## src/rtl/rsm_decode_pkg.sv

```systemverilog
// Shared instruction field positions, register-select encodings and helpers for the
// Simple RISC Machine decode stage.
package rsm_decode_pkg;
   localparam int OPC_MSB = 15;
   localparam int OP_LSB  = 11;
   localparam int RN_LSB  = 8;
   localparam int RD_LSB  = 5;
   localparam int SH_LSB  = 3;

   localparam logic [2:0] NSEL_RN = 3'b100;
   localparam logic [2:0] NSEL_RD = 3'b010;
   localparam logic [2:0] NSEL_RM = 3'b001;

   typedef logic [15:0] instr_t;

   function automatic logic is_onehot3(input logic [2:0] sel);
      return (sel == NSEL_RN) || (sel == NSEL_RD) || (sel == NSEL_RM);
   endfunction
endpackage

```

## src/rtl/instr_decode_stage_if.sv

```systemverilog
// Upstream handshake, downstream handshake and decoded-field bundle of the decode stage.
// The stage uses the slave view; the fetch side and controller FSM use the master view.
interface instr_decode_stage_if #(
   parameter int DATA_W = 16,
   parameter int DEPTH  = 4
);
   localparam int CNT_W = $clog2(DEPTH + 2);

   logic              in_valid;
   logic              in_ready;
   logic [15:0]       in_instr;
   logic              flush;
   logic              out_valid;
   logic              out_ready;
   logic [2:0]        nsel;
   logic [2:0]        opcode;
   logic [1:0]        op;
   logic [1:0]        ALUop;
   logic [1:0]        shift;
   logic [2:0]        b_cond;
   logic [DATA_W-1:0] sximm5;
   logic [DATA_W-1:0] sximm8;
   logic [2:0]        readnum;
   logic [2:0]        writenum;
   logic              nsel_err;
   logic [CNT_W-1:0]  count;

   modport slave (
      input  in_valid, in_instr, flush, out_ready, nsel,
      output in_ready, out_valid, opcode, op, ALUop, shift, b_cond,
             sximm5, sximm8, readnum, writenum, nsel_err, count
   );

   modport master (
      output in_valid, in_instr, flush, out_ready, nsel,
      input  in_ready, out_valid, opcode, op, ALUop, shift, b_cond,
             sximm5, sximm8, readnum, writenum, nsel_err, count
   );
endinterface

```

## src/rtl/decode_fifo.sv

```systemverilog
// Circular instruction queue with a combinational head read so the output register
// can load the oldest entry in the same cycle it is popped.
module decode_fifo #(
   parameter int WIDTH = 16,
   parameter int DEPTH = 4
) (
   input  logic                           clk,
   input  logic                           rst_n,
   input  logic                           flush_i,
   input  logic                           push_i,
   input  logic [WIDTH-1:0]               data_i,
   input  logic                           pop_i,
   output logic [WIDTH-1:0]               head_o,
   output logic                           full_o,
   output logic                           empty_o,
   output logic [$clog2(DEPTH+1)-1:0]     count_o
);
   localparam int AW = $clog2(DEPTH);
   localparam int CW = $clog2(DEPTH + 1);

   logic [WIDTH-1:0] mem_q [DEPTH];
   logic [AW-1:0]    wr_ptr_q, rd_ptr_q;
   logic [CW-1:0]    count_q;

   // Storage carries no reset; only the pointers and occupancy define validity.
   always_ff @(posedge clk) begin
      if (push_i && !flush_i)
         mem_q[wr_ptr_q] <= data_i;
   end

   always_ff @(posedge clk or negedge rst_n) begin
      if (!rst_n) begin
         wr_ptr_q <= '0;
         rd_ptr_q <= '0;
         count_q  <= '0;
      end else if (flush_i) begin
         wr_ptr_q <= '0;
         rd_ptr_q <= '0;
         count_q  <= '0;
      end else begin
         if (push_i)
            wr_ptr_q <= wr_ptr_q + 1'b1;
         if (pop_i)
            rd_ptr_q <= rd_ptr_q + 1'b1;
         case ({push_i, pop_i})
            2'b10:   count_q <= count_q + 1'b1;
            2'b01:   count_q <= count_q - 1'b1;
            default: count_q <= count_q;
         endcase
      end
   end

   assign head_o  = mem_q[rd_ptr_q];
   assign full_o  = (count_q == CW'(DEPTH));
   assign empty_o = (count_q == '0);
   assign count_o = count_q;
endmodule

```

## src/rtl/instr_decode_stage.sv

```systemverilog
// Buffered decode stage: queue + output register with empty-queue bypass, combinational
// field decode, nsel register mux and a sticky illegal-nsel flag.
module instr_decode_stage
   import rsm_decode_pkg::*;
#(
   parameter int DATA_W = 16,
   parameter int DEPTH  = 4
) (
   input  logic                 clk,
   input  logic                 reset_n,
   instr_decode_stage_if.slave  bus
);
   localparam int CNT_W = $clog2(DEPTH + 2);
   localparam int FCW   = $clog2(DEPTH + 1);

   instr_t           out_instr_q, out_instr_d;
   logic             out_valid_q, out_valid_d;
   logic             nsel_err_q;
   instr_t           fifo_head;
   logic             fifo_full, fifo_empty;
   logic [FCW-1:0]   fifo_count;
   logic             in_ready, accept, pop, load, bypass, fifo_push, fifo_pop;
   logic [2:0]       regnum;

   decode_fifo #(16, DEPTH) u_fifo (
      .clk     (clk),
      .rst_n   (reset_n),
      .flush_i (bus.flush),
      .push_i  (fifo_push),
      .data_i  (bus.in_instr),
      .pop_i   (fifo_pop),
      .head_o  (fifo_head),
      .full_o  (fifo_full),
      .empty_o (fifo_empty),
      .count_o (fifo_count)
   );

   // in_ready depends only on held state and flush, never on out_ready.
   assign in_ready = !fifo_full && !bus.flush;

   always_comb begin
      accept      = bus.in_valid && in_ready;
      pop         = out_valid_q && bus.out_ready;
      load        = !out_valid_q || pop;
      fifo_pop    = load && !fifo_empty;
      bypass      = load && fifo_empty && accept;
      fifo_push   = accept && !bypass;
      out_valid_d = out_valid_q;
      out_instr_d = out_instr_q;
      if (load) begin
         out_valid_d = !fifo_empty || accept;
         out_instr_d = fifo_empty ? bus.in_instr : fifo_head;
      end
   end

   always_ff @(posedge clk or negedge reset_n) begin
      if (!reset_n) begin
         out_valid_q <= 1'b0;
         out_instr_q <= '0;
         nsel_err_q  <= 1'b0;
      end else if (bus.flush) begin
         out_valid_q <= 1'b0;
         out_instr_q <= '0;
         nsel_err_q  <= 1'b0;
      end else begin
         out_valid_q <= out_valid_d;
         out_instr_q <= out_instr_d;
         if (out_valid_q && !is_onehot3(bus.nsel))
            nsel_err_q <= 1'b1;
      end
   end

   always_comb begin
      bus.opcode = '0;
      bus.op     = '0;
      bus.ALUop  = '0;
      bus.shift  = '0;
      bus.b_cond = '0;
      bus.sximm5 = '0;
      bus.sximm8 = '0;
      regnum     = '0;
      if (out_valid_q) begin
         bus.opcode = out_instr_q[OPC_MSB -: 3];
         bus.op     = out_instr_q[OP_LSB +: 2];
         bus.ALUop  = out_instr_q[OP_LSB +: 2];
         bus.shift  = out_instr_q[SH_LSB +: 2];
         bus.b_cond = out_instr_q[RN_LSB +: 3];
         bus.sximm5 = {{(DATA_W-5){out_instr_q[4]}}, out_instr_q[4:0]};
         bus.sximm8 = {{(DATA_W-8){out_instr_q[7]}}, out_instr_q[7:0]};
         case (bus.nsel)
            NSEL_RN: regnum = out_instr_q[RN_LSB +: 3];
            NSEL_RD: regnum = out_instr_q[RD_LSB +: 3];
            NSEL_RM: regnum = out_instr_q[2:0];
            default: regnum = '0;
         endcase
      end
   end

   assign bus.readnum   = regnum;
   assign bus.writenum  = regnum;
   assign bus.in_ready  = in_ready;
   assign bus.out_valid = out_valid_q;
   assign bus.nsel_err  = nsel_err_q;
   assign bus.count     = CNT_W'(fifo_count) + CNT_W'(out_valid_q);
endmodule

```

## src/flat_wrapper.sv

```systemverilog
// flat-port wrapper written by rule: the top's interface ports become plain ports
module instr_decode_stage_flat import rsm_decode_pkg::*;
#(
   parameter int DATA_W = 16,
   parameter int DEPTH  = 4
)
  (clk, reset_n, bus_in_valid, bus_in_instr, bus_flush, bus_out_ready, bus_nsel, bus_in_ready, bus_out_valid, bus_opcode, bus_op, bus_ALUop, bus_shift, bus_b_cond, bus_sximm5, bus_sximm8, bus_readnum, bus_writenum, bus_nsel_err, bus_count);
  instr_decode_stage_if #(.DATA_W(DATA_W), .DEPTH(DEPTH)) bus_i ();
  input  logic clk;
  input  logic reset_n;
  input wire logic [$bits(bus_i.in_valid)-1:0] bus_in_valid;
  input wire logic [$bits(bus_i.in_instr)-1:0] bus_in_instr;
  input wire logic [$bits(bus_i.flush)-1:0] bus_flush;
  input wire logic [$bits(bus_i.out_ready)-1:0] bus_out_ready;
  input wire logic [$bits(bus_i.nsel)-1:0] bus_nsel;
  output wire logic [$bits(bus_i.in_ready)-1:0] bus_in_ready;
  output wire logic [$bits(bus_i.out_valid)-1:0] bus_out_valid;
  output wire logic [$bits(bus_i.opcode)-1:0] bus_opcode;
  output wire logic [$bits(bus_i.op)-1:0] bus_op;
  output wire logic [$bits(bus_i.ALUop)-1:0] bus_ALUop;
  output wire logic [$bits(bus_i.shift)-1:0] bus_shift;
  output wire logic [$bits(bus_i.b_cond)-1:0] bus_b_cond;
  output wire logic [$bits(bus_i.sximm5)-1:0] bus_sximm5;
  output wire logic [$bits(bus_i.sximm8)-1:0] bus_sximm8;
  output wire logic [$bits(bus_i.readnum)-1:0] bus_readnum;
  output wire logic [$bits(bus_i.writenum)-1:0] bus_writenum;
  output wire logic [$bits(bus_i.nsel_err)-1:0] bus_nsel_err;
  output wire logic [$bits(bus_i.count)-1:0] bus_count;
  assign bus_i.in_valid = bus_in_valid;
  assign bus_i.in_instr = bus_in_instr;
  assign bus_i.flush = bus_flush;
  assign bus_i.out_ready = bus_out_ready;
  assign bus_i.nsel = bus_nsel;
  assign bus_in_ready = bus_i.in_ready;
  assign bus_out_valid = bus_i.out_valid;
  assign bus_opcode = bus_i.opcode;
  assign bus_op = bus_i.op;
  assign bus_ALUop = bus_i.ALUop;
  assign bus_shift = bus_i.shift;
  assign bus_b_cond = bus_i.b_cond;
  assign bus_sximm5 = bus_i.sximm5;
  assign bus_sximm8 = bus_i.sximm8;
  assign bus_readnum = bus_i.readnum;
  assign bus_writenum = bus_i.writenum;
  assign bus_nsel_err = bus_i.nsel_err;
  assign bus_count = bus_i.count;
  instr_decode_stage #(.DATA_W(DATA_W), .DEPTH(DEPTH)) u_core (.clk(clk), .reset_n(reset_n), .bus(bus_i));
endmodule
```

## config.mk

```make
export PLATFORM = sky130hd
export DESIGN_NAME = instr_decode_stage_flat
export DESIGN_NICKNAME = d
export VERILOG_FILES = /design/src/rtl/rsm_decode_pkg.sv /design/src/rtl/instr_decode_stage_if.sv /design/src/rtl/decode_fifo.sv /design/src/rtl/instr_decode_stage.sv /design/src/flat_wrapper.sv
export SDC_FILE = /design/constraint.sdc
export NUM_CORES = 1
export LEC_CHECK = 0
export CORE_MARGIN = 5
export CORE_UTILIZATION = 52
export CTS_CLUSTER_DIAMETER = 120
export DETAILED_ROUTE_END_ITERATION = 7
export GPL_ROUTABILITY_DRIVEN = 1
export MAX_ROUTING_LAYER = met4
export PLACE_DENSITY = 0.83
export SKIP_LAST_GASP = 1
export SYNTH_ARGS = -nofsm -noshare
export SYNTH_HDL_FRONTEND = slang
export SYNTH_SLANG_ARGS = --single-unit
```

## constraint.sdc

```tcl
create_clock -name clk -period 3.6 [get_ports clk]
set_input_delay 0.36 -clock clk [delete_from_list [all_inputs] [get_ports clk]]
set_output_delay 0.36 -clock clk [all_outputs]
set_load 0.02 [all_outputs]
```

==> flow_summary.json, run 1 <==
{
  "synthFlopType": "edfxtp_1",
  "dieArea_sq_um": 9948,
  "outcome": "complete, no violations",
  "path_clk_slew_ns": 0.10,
  "grt_max_degree": 26,
  "cts_buffers": 9,
  "slowest_delay_ns": 0.61,
  "routabilityCongestion": 0.8705,
  "final_area_sq_um": 5025,
  "avgViaCountPerCell": 5.601,
  "grt_pass1_wl_um": 13340,
  "cp-start-kind": "primary input",
  "numPortBuffers": 79,
  "crit_top_cell": "clkdlybuf4s50_1",
  "maxCapViolations": 0,
  "cp-end-kind": "primary output",
  "arrival_ns": 2.25,
  "avgSynthCellArea_sq_um": 14.96,
  "crit_fanout": 4,
  "coreArea_sq_um": 7767,
  "cp_top_family": "buffers and inverters",
  "rsz0062_at_grt": "false",
  "syn_nets": 311,
  "worst_slew_pin_slew_ns": 1.022,
  "root_buffer": "clkbuf_8",
  "syn-cell-area_sq_um": 4188,
  "post_cts_resize_count": 0,
  "grt_pass1_vias": 2572,
  "die_h_um": 99.74,
  "ys_warn_count": 0,
  "period_share": 0.7250,
  "clk_latency_ns": 0.35,
  "worstPathRequired_ns": 3.24,
  "synth-async-reset-ratio": 0.2809,
  "drtAntennaViolNets": 0,
  "tns_ns": 0,
  "dpl.hpwl_um": 5590,
  "synth_cells": 280,
  "drive_above_1_share": 0.1424,
  "max-vdd-ir-drop_v": 0.0003655,
  "cts_tree": "yes",
  "final_core_util": 0.6469,
  "antenna_found_initial": 0,
  "drtPass1Iterations": 5,
  "worst-path-buf-inv": 2,
  "num_antenna_cells": 0,
  "ioPinCount": 80,
  "h-tree-depth": 3,
  "crit_path_top_delay_cell": "clkdlybuf4s50_1",
  "cts_hold_buf": 0,
  "layoutNonFillerInstCount": 439,
  "path_class": "in2out",
  "slew_viol_final": 0,
  "drcViolationCount": 0,
  "finalHoldViolations": 0,
  "drt_wl_total_um": 8320,
  "holdWs_ns": 0.3669,
  "crit_chain": "clkdlybuf4s50_1 > nor2b_1 > a22oi_1 > o21ai_0 > and2_1 > clkdlybuf4s50_1",
  "yosysSeqAreaShare": 0.6083,
  "wire_per_inst_um": 18.95,
  "fillCellCount": 584,
  "dpl_cell_area_sq_um": 4820,
  "mostFrequentLayoutCells": "clkdlybuf4s50_1, edfxtp_1, dfrtp_1, and2_1, inv_1",
  "vias": 2459,
  "clockBufferDepth": 2,
  "drt_iter0_markers": 190,
  "synth-seq-cells": 89,
  "fin_crit_ns": 2.610,
  "setup_viol": 0,
  "place_inst": 423,
  "cts_num_sinks": 89,
  "grt_overflow": 0,
  "layout_commonest_cell": "clkdlybuf4s50_1",
  "max_freq_mhz": 383.2,
  "die_w_um": 99.74,
  "hold_path.class": "in2async",
  "r2r_setup_slack_ns": 1.35,
  "syn_to_final_growth_pct": 19.99,
  "clock_skew_ns": 0.01170,
  "slew_headroom": 0.3186,
  "powerDensity_nw_per_um2": 653.3,
  "grt_usage": 0.1808,
  "synth_cell_types": 44,
  "synth_edf_count": 64,
  "num_rows": 32,
  "start_util": 0.5391,
  "cellLeakagePower_nw": 1.859,
  "cts_setup_buffers": 0,
  "nNetsFinal": 363
}
-- per-layer routing --
layer	up-vias	GRT usage	routed length (um)
li1	1132	-	-
met1	1230	0.2152	3290
met2	91	0.3022	4366
met3	6	0.04488	608
met4	0	0.05882	55
met5	-	-	0
-- kinds of logic (layout without fill, tap and decap cells) --
| logic type | Yosys count | after routing | share of synthesized area |
|---|---|---|---|
| buf+inv | 66 | 123 | 0.1064 |
| simple gates | 57 | 57 | 0.08515 |
| mux | 17 | 17 | 0.09113 |
| xor+xnor | 5 | 5 | 0.01046 |
| fa+ha+maj | 7 | 7 | 0.02271 |
| compound gates | 39 | 39 | 0.07589 |
| flops | 89 | 89 | 0.6083 |
-- cell usage after synthesis (all sizes together), types with 2 or more instances --
| master | instances | area (sq um) |
|---|---|---|
| and2 | 20 | 126.4 |
| inv | 19 | 71.32 |
| nor3b | 5 | 37.54 |
| nand3 | 5 | 25.02 |
| nor2 | 10 | 37.54 |
| nor3 | 7 | 57.55 |
| buf | 41 | 327.8 |
| nor2b | 4 | 27.53 |
| a222oi | 16 | 160.2 |
| o21ai | 9 | 45.04 |
| xnor2 | 3 | 26.28 |
| a22oi | 3 | 22.52 |
| xor2 | 2 | 17.52 |
| clkbuf | 6 | 46.30 |
| o31ai | 2 | 28.78 |
| mux4 | 16 | 371.6 |
| a31oi | 2 | 12.51 |
| a21oi | 3 | 15.01 |
| dfrtp | 25 | 625.6 |
| edfxtp | 64 | 1922 |
| ha | 6 | 75.07 |
-- flip-flops by register name, summed over array words and instances (netlist names) --
name / count
u_core.out_instr_q: 16
u_core.u_fifo.wr_ptr_q: 2
u_core.bus.nsel_err: 1
u_core.u_fifo.mem_q: 64
u_core.bus.out_valid: 1
u_core.u_fifo.count_o: 3
u_core.u_fifo.rd_ptr_q: 2
-- worst reg2reg max path: stages (launching register included) --
cell,delay [ns]
dfrtp_1,0.55
nor3_1,0.44
nor2_1,0.13
o21a_1,0.14
fa_1,0.39
nor3_1,0.24
o21ai_0,0.13
o211a_1,0.14
-- per-stage QoR --
step,setup slack [ns],power (mW)
2_1_floorplan,0.8651,2.271
3_3_place_gp,1.115,2.562
3_5_place_dp,0.9990,2.605
4_1_cts,0.9923,3.310
5_1_grt,0.8130,3.455
6_report,0.9901,3.283
-- layout make-up --
cell class / instances / area (sq um) / share of cell area
inverters: 19 / 71.32 / 0.01419
clock buffers: 9 / 123.9 / 0.02465
multi-input cells: 125 / 1215 / 0.2418
repair buffers: 88 / 858.3 / 0.1708
well taps: 102 / 127.6 / 0.02540
flip-flops and latches: 89 / 2547 / 0.5070
clock inverters: 7 / 81.33 / 0.01619
-- path summary, 6_finish.rpt --
check / to / startpoint / depth (start not counted)
worst max-delay path: bus_readnum[2] / bus_nsel[1] / 6
worst min-delay path: u_core.out_instr_q[12]$_DFFE_PN0P_ / reset_n / 2
worst max register to register: u_core.u_fifo.count_o[2]$_DFFE_PN0P_ / u_core.u_fifo.count_o[1]$_DFFE_PN0P_ / 7
worst min register to register: u_core.bus.nsel_err$_DFFE_PN0P_ / u_core.bus.nsel_err$_DFFE_PN0P_ / 2
max in group asynchronous: u_core.u_fifo.rd_ptr_q[0]$_DFFE_PN0P_ / reset_n / 2
min in group clk: u_core.bus.nsel_err$_DFFE_PN0P_ / u_core.bus.nsel_err$_DFFE_PN0P_ / 2
-- power breakdown --
group	switching [mW]	total [mW]	internal, mW	leakage, nW
sequential	0.172	1.42	1.25	0.907
clock	0.373	0.708	0.335	0.107
combinational	0.589	1.15	0.563	0.845
total	1.13	3.28	2.15	1.86
(Power assumes the default switching activity.)
==> run 2, diff against run 1 <==
--- a/config.mk
+++ b/config.mk
@@ -6,12 +6,12 @@
 export NUM_CORES = 1
 export LEC_CHECK = 0
 export CORE_MARGIN = 5
-export CORE_UTILIZATION = 52
+export CORE_UTILIZATION = 47
 export CTS_CLUSTER_DIAMETER = 120
 export DETAILED_ROUTE_END_ITERATION = 7
 export GPL_ROUTABILITY_DRIVEN = 1
 export MAX_ROUTING_LAYER = met4
-export PLACE_DENSITY = 0.83
+export PLACE_DENSITY = 0.79
 export SKIP_LAST_GASP = 1
 export SYNTH_ARGS = -nofsm -noshare
 export SYNTH_HDL_FRONTEND = slang
==> constraint.sdc (replaced) <==
create_clock -name clk -period 2.1 [get_ports clk]
set_input_delay 0.21 -clock clk [delete_from_list [all_inputs] [get_ports clk]]
set_output_delay 0.21 -clock clk [all_outputs]
set_load 0.02 [all_outputs]
==> run 2 against run 1 <==
Effect of this change:
- global-route usage down 0.62 points
- setup slack worse by 0.91 ns
- largest cell class unchanged
- sequential power up 65%
- utilization down 5.5 points
- via count up 9.0%
- critical path depth up 1
- non-clock buffer count up 20
- clock power up 64%
- clock skew down 0.0052 ns
- routed wire length up 10%
==> flow_summary.json, run 2 (same netlist as run 1, synthesis figures left out) <==
{
  "cp_top_family": "buffers and inverters",
  "cp-end-kind": "primary output",
  "clk_latency_ns": 0.35,
  "grt_max_degree": 26,
  "vias": 2681,
  "die_w_um": 104.4,
  "maxCapViolations": 0,
  "path_class": "in2out",
  "cts_buffers": 9,
  "die_h_um": 104.4,
  "fillCellCount": 679,
  "numPortBuffers": 79,
  "regMostFlops": "u_core.u_fifo.mem_q",
  "place_ws_ns": -0.2671,
  "largest_register_ffs": 64,
  "powerDensity_nw_per_um2": 1101,
  "dpl.hpwl_um": 6269,
  "worst-path-buf-inv": 3,
  "grt_pass1_wl_um": 14370,
  "crit_path_top_delay_cell": "clkdlybuf4s50_1",
  "p_int_mw": 3.703,
  "crit_fanout": 4,
  "antenna_found_initial": 0,
  "drt_wl_total_um": 9192,
  "cts_tree": "yes",
  "outcome": "complete, no violations",
  "p_seq_frac": 0.412,
  "clockBufferDepth": 2,
  "routabilityCongestion": 0.7852,
  "finalHoldViolations": 0,
  "drtAntennaViolNets": 0,
  "dieArea_sq_um": 10900,
  "setup_viol": 0,
  "arrival_ns": 1.81,
  "num_rows": 34,
  "holdWs_ns": 0.2324,
  "combPwrFrac": 0.383,
  "ioPinCount": 80,
  "rsz0062_at_grt": "true",
  "slowest_delay_ns": 0.56,
  "clock_skew_ns": 0.006525,
  "hold_path.class": "in2async",
  "slew_headroom": 0.4113,
  "h-tree-depth": 3,
  "power_switching_share": 0.3486,
  "slew_viol_final": 0,
  "final_area_sq_um": 5161,
  "cts_hold_buf": 0,
  "num_antenna_cells": 0,
  "layout_commonest_cell": "edfxtp_1",
  "grt_overflow": 0,
  "power.clock.fraction": 0.205,
  "period_share": 0.9611,
  "grt_pass1_vias": 2683,
  "coreArea_sq_um": 8721,
  "cts_num_sinks": 89,
  "worst_slack_ns": 0.08166,
  "drcViolationCount": 0,
  "fin_crit_ns": 2.018,
  "avgViaCountPerCell": 5.766,
  "cellLeakagePower_nw": 2.160,
  "drt_iter0_markers": 292,
  "max-vdd-ir-drop_v": 0.0004848,
  "switching_power_mw": 1.982,
  "mostFrequentLayoutCells": "edfxtp_1, dlygate4sd2_1, clkdlybuf4s50_1, buf_4, dfrtp_1",
  "crit_chain": "clkdlybuf4s50_1 > nor2b_1 > buf_4 > a22oi_1 > o21ai_0 > and2_1 > clkdlybuf4s15_1",
  "worstPathRequired_ns": 1.89,
  "worst_slew_pin_slew_ns": 0.8801,
  "drive_above_1_share": 0.2017,
  "root_buffer": "clkbuf_8",
  "path_clk_slew_ns": 0.09,
  "layoutNonFillerInstCount": 465,
  "drtPass1Iterations": 5,
  "start_util": 0.4802,
  "wire_per_inst_um": 19.77,
  "dpl_cell_area_sq_um": 4995,
  "grt_usage": 0.1746,
  "nNetsFinal": 383,
  "cp-start-kind": "primary input",
  "syn_to_final_growth_pct": 23.24,
  "place_inst": 448,
  "max_freq_mhz": 495.5
}
run 2: cell count changes in the layout (fill, tap and decap cells not counted), sizes merged:
cell           before  now
clkdlybuf4s15       0    3
clkdlybuf4s50      79   34
dlygate4sd2         0   37
inv                24   21
buf                 9   29
clkbuf              9   13
dlymetal6s2s        0    2
clkinvlp            0    2
run 2: path summary, 6_finish.rpt:
kind,from,slack (ns),end,cells after the start
max,bus_nsel[1],0.08,bus_writenum[1],7
min,reset_n,0.23,u_core.out_instr_q[14]$_DFFE_PN0P_,2
max reg2reg,u_core.u_fifo.count_o[1]$_DFFE_PN0P_,0.20,u_core.u_fifo.count_o[2]$_DFFE_PN0P_,6
min reg2reg,u_core.bus.nsel_err$_DFFE_PN0P_,0.51,u_core.bus.nsel_err$_DFFE_PN0P_,2
max in group asynchronous,reset_n,1.59,u_core.out_instr_q[0]$_DFFE_PN0P_,2
min in group clk,u_core.bus.nsel_err$_DFFE_PN0P_,0.51,u_core.bus.nsel_err$_DFFE_PN0P_,2
run 2: final cells by class:
cell class                      instances  area (sq um)  share of cell area
Inverter                               19         71.32             0.01382
Multi-Input combinational cell        125          1224              0.2371
Clock inverter                          6         66.31             0.01285
Sequential cell                        89          2547              0.4936
Timing Repair Buffer                  108         989.7              0.1918
Clock buffer                           10         127.6             0.02473
Tap cell                              108         135.1             0.02618
run 2: per-layer routing:
metal,GRT usage,vias to the layer above,routed length (um)
li1,-,1172,-
met1,0.2187,1323,3576
met2,0.2783,164,4596
met3,0.03662,22,856
met4,0.06938,0,162
met5,-,-,0
run 2: power groups by stage:
stage                     Sequential [mW]  Clock [mW]  Combinational [mW]
after floorplan                      2.31           0                1.59
after global placement               2.37           0                2.22
after detailed placement             2.38           0                2.26
after CTS                            2.34        1.19                2.15
after global routing                 2.37        1.27                2.35
final                                2.34        1.16                2.18
run 2: repair_timing:
item	4_1_cts	5_1_grt
resized for setup	44	13
pin swaps	0	1
endpoints found under the setup margin	43	22
setup buffers	0	1
run 2: worst reg2reg max path: stages (launching register included):
cell and delay, ns:
dfrtp_1 0.48, o21ai_0 0.21, o21a_1 0.22, fa_1 0.39, nor3_1 0.23, o21ai_0 0.13
o211a_1 0.14
run 2: per-stage QoR:
step	power, mW	setup TNS, ns	util
global placement	4.582	-0.8665	0.5727
detailed placement	4.644	-1.314	0.5727
CTS	5.677	0	0.5890
global route	6.000	-0.01831	0.5918
floorplan	3.901	-5.612	-
finish	5.684	0	0.5918
==> run 3, diff against run 2 <==
--- a/config.mk
+++ b/config.mk
@@ -6,12 +6,12 @@
 export NUM_CORES = 1
 export LEC_CHECK = 0
 export CORE_MARGIN = 5
-export CORE_UTILIZATION = 47
+export CORE_UTILIZATION = 52
 export CTS_CLUSTER_DIAMETER = 120
 export DETAILED_ROUTE_END_ITERATION = 7
 export GPL_ROUTABILITY_DRIVEN = 1
 export MAX_ROUTING_LAYER = met4
-export PLACE_DENSITY = 0.79
+export PLACE_DENSITY = 0.83
 export SKIP_LAST_GASP = 1
 export SYNTH_ARGS = -nofsm -noshare
 export SYNTH_HDL_FRONTEND = slang
==> constraint.sdc (replaced) <==
create_clock -name clk -period 2 [get_ports clk]
set_input_delay 0.2 -clock clk [delete_from_list [all_inputs] [get_ports clk]]
set_output_delay 0.2 -clock clk [all_outputs]
set_load 0.02 [all_outputs]
==> run 3 against run 2 <==
Effect of this change:
- total power increased by 4.8%
- critical path depth shrank 1
- clock power barely moved
- global-route usage up 1.9 points
- die area shrank 8.7%
- first-iteration DRC count decreased by 23%
- sequential share of layout area is 0.73 points lower
- highest routed layer unchanged
- worst hold slack lost 0.022 ns
- sequential power is 5% higher
- final area up 1.5%
- utilization is 8.3 points higher
- combinational power grew 9%
==> flow_summary.json, run 3 (same netlist as run 1, synthesis figures left out) <==
{
  "worst_slew_pin_slew_ns": 0.4777,
  "cp-end-kind": "primary output",
  "period_share": 0.9760,
  "num_rows": 32,
  "worstPathRequired_ns": 1.80,
  "grt_overflow": 0,
  "path_clk_slew_ns": 0.08,
  "grt_pass1_vias": 2753,
  "root_buffer": "clkbuf_8",
  "largest_register_ffs": 64,
  "crit_fanout": 4,
  "clk_latency_ns": 0.35,
  "clockBufferDepth": 2,
  "wire_per_inst_um": 20.10,
  "routabilityCongestion": 0.7939,
  "dieArea_sq_um": 9948,
  "slew_viol_final": 0,
  "start_util": 0.5391,
  "num_antenna_cells": 0,
  "layout_commonest_cell": "edfxtp_1",
  "coreArea_sq_um": 7767,
  "seqCellArea_sq_um": 2547,
  "die_w_um": 99.74,
  "dpl.hpwl_um": 6266,
  "cp-start-kind": "primary input",
  "outcome": "complete, no violations",
  "setup_viol": 0,
  "totalPowerFinal_mw": 5.956,
  "maxCapViolations": 0,
  "drcViolationCount": 0,
  "cts_num_sinks": 89,
  "clock_skew_ns": 0.008840,
  "grt_max_degree": 26,
  "max-vdd-ir-drop_v": 0.0006771,
  "grt_pass1_wl_um": 14200,
  "finalHoldViolations": 0,
  "die_h_um": 99.74,
  "regMostFlops": "u_core.u_fifo.mem_q",
  "rsz0062_at_grt": "true",
  "avgViaCountPerCell": 5.718,
  "max_freq_mhz": 512.3,
  "multi_input_area_sq_um": 1226,
  "cts_tree": "yes",
  "grt_usage": 0.1935,
  "h-tree-depth": 3,
  "nNetsFinal": 382,
  "drtPass1Iterations": 5,
  "vias": 2619,
  "drive_above_1_share": 0.2022,
  "slew_headroom": 0.6788,
  "layoutNonFillerInstCount": 458,
  "numPortBuffers": 79,
  "syn_to_final_growth_pct": 25.10,
  "drtAntennaViolNets": 0,
  "cts_buffers": 9,
  "fillCellCount": 571,
  "hold_path.class": "in2async",
  "antenna_found_initial": 0,
  "reg2regPathDepth": 7,
  "cellLeakagePower_nw": 2.409,
  "place_inst": 439,
  "fin_crit_ns": 1.952,
  "ioPinCount": 80,
  "drt_wl_total_um": 9205,
  "drt_iter0_markers": 224,
  "path_class": "in2out",
  "powerDensity_nw_per_um2": 1137,
  "mostFrequentLayoutCells": "edfxtp_1, dlygate4sd2_1, clkdlybuf4s50_1, dfrtp_1, buf_4",
  "cts_hold_buf": 0,
  "arrival_ns": 1.75
}
[run 3: metrics by stage]
stage	instance area [sq um]	util	hold slack, ns	worst slack (ns)	TNS (ns)
floorplan	4208	-	-0.09559	-0.1929	-12.04
global placement	5027	0.6472	0.4841	-0.2344	-1.095
detailed placement	5027	0.6472	0.4979	-0.3492	-1.864
CTS	5196	0.6690	0.2151	0.0004599	0
global route	5239	0.6745	0.2296	-0.06523	-0.1716
finish	5239	0.6745	0.2103	0.04805	0
[run 3: final cells by class]
cell class                      instances  share of cell area
Clock inverter                          5            0.007404
Sequential cell                        89              0.4863
Inverter                               19             0.01361
Timing Repair Buffer                  107              0.2073
Clock buffer                           11             0.02699
Tap cell                              102             0.02436
Multi-Input combinational cell        125              0.2341
[run 3: power by group]
group / internal (mW) / switching, mW / leakage (nW)
combinational: 1.12 / 1.26 / 1.41
sequential: 2.25 / 0.201 / 0.907
clock: 0.495 / 0.632 / 0.0903
[run 3: worst paths after layout]
| path | startpoint | to | slack, ns |
|---|---|---|---|
| worst max-delay path | bus_nsel[1] | bus_readnum[1] | 0.05 |
| worst min-delay path | reset_n | u_core.u_fifo.count_o[1]$_DFFE_PN0P_ | 0.21 |
| worst max register to register | u_core.u_fifo.count_o[1]$_DFFE_PN0P_ | u_core.u_fifo.count_o[2]$_DFFE_PN0P_ | 0.09 |
| worst min register to register | u_core.out_instr_q[4]$_DFFE_PN0P_ | u_core.out_instr_q[4]$_DFFE_PN0P_ | 0.51 |
| max in group asynchronous | reset_n | u_core.out_instr_q[0]$_DFFE_PN0P_ | 1.53 |
| min in group clk | u_core.out_instr_q[4]$_DFFE_PN0P_ | u_core.out_instr_q[4]$_DFFE_PN0P_ | 0.51 |
[run 3: worst max-delay path: stages]
cell,delay [ns]
clkdlybuf4s50_1,0.53
nor2b_2,0.24
a22oi_1,0.11
o21ai_0,0.17
and2_1,0.16
dlygate4sd2_1,0.34
[run 3: per-layer routing]
layer | share of wire | wire (um) | track usage | vias to the layer above
li1 | - | - | - | 1168
met1 | 0.39 | 3549 | 0.2311 | 1312
met2 | 0.53 | 4854 | 0.3243 | 128
met3 | 0.072 | 664 | 0.03927 | 11
met4 | 0.015 | 136 | 0.07248 | 0
met5 | 0 | 0 | - | -
[run 3: what timing repair did]
action,in CTS,in global routing
setup buffers,3,0
pin swaps,1,0
gates resized for setup,35,23
setup endpoints to repair,35,23
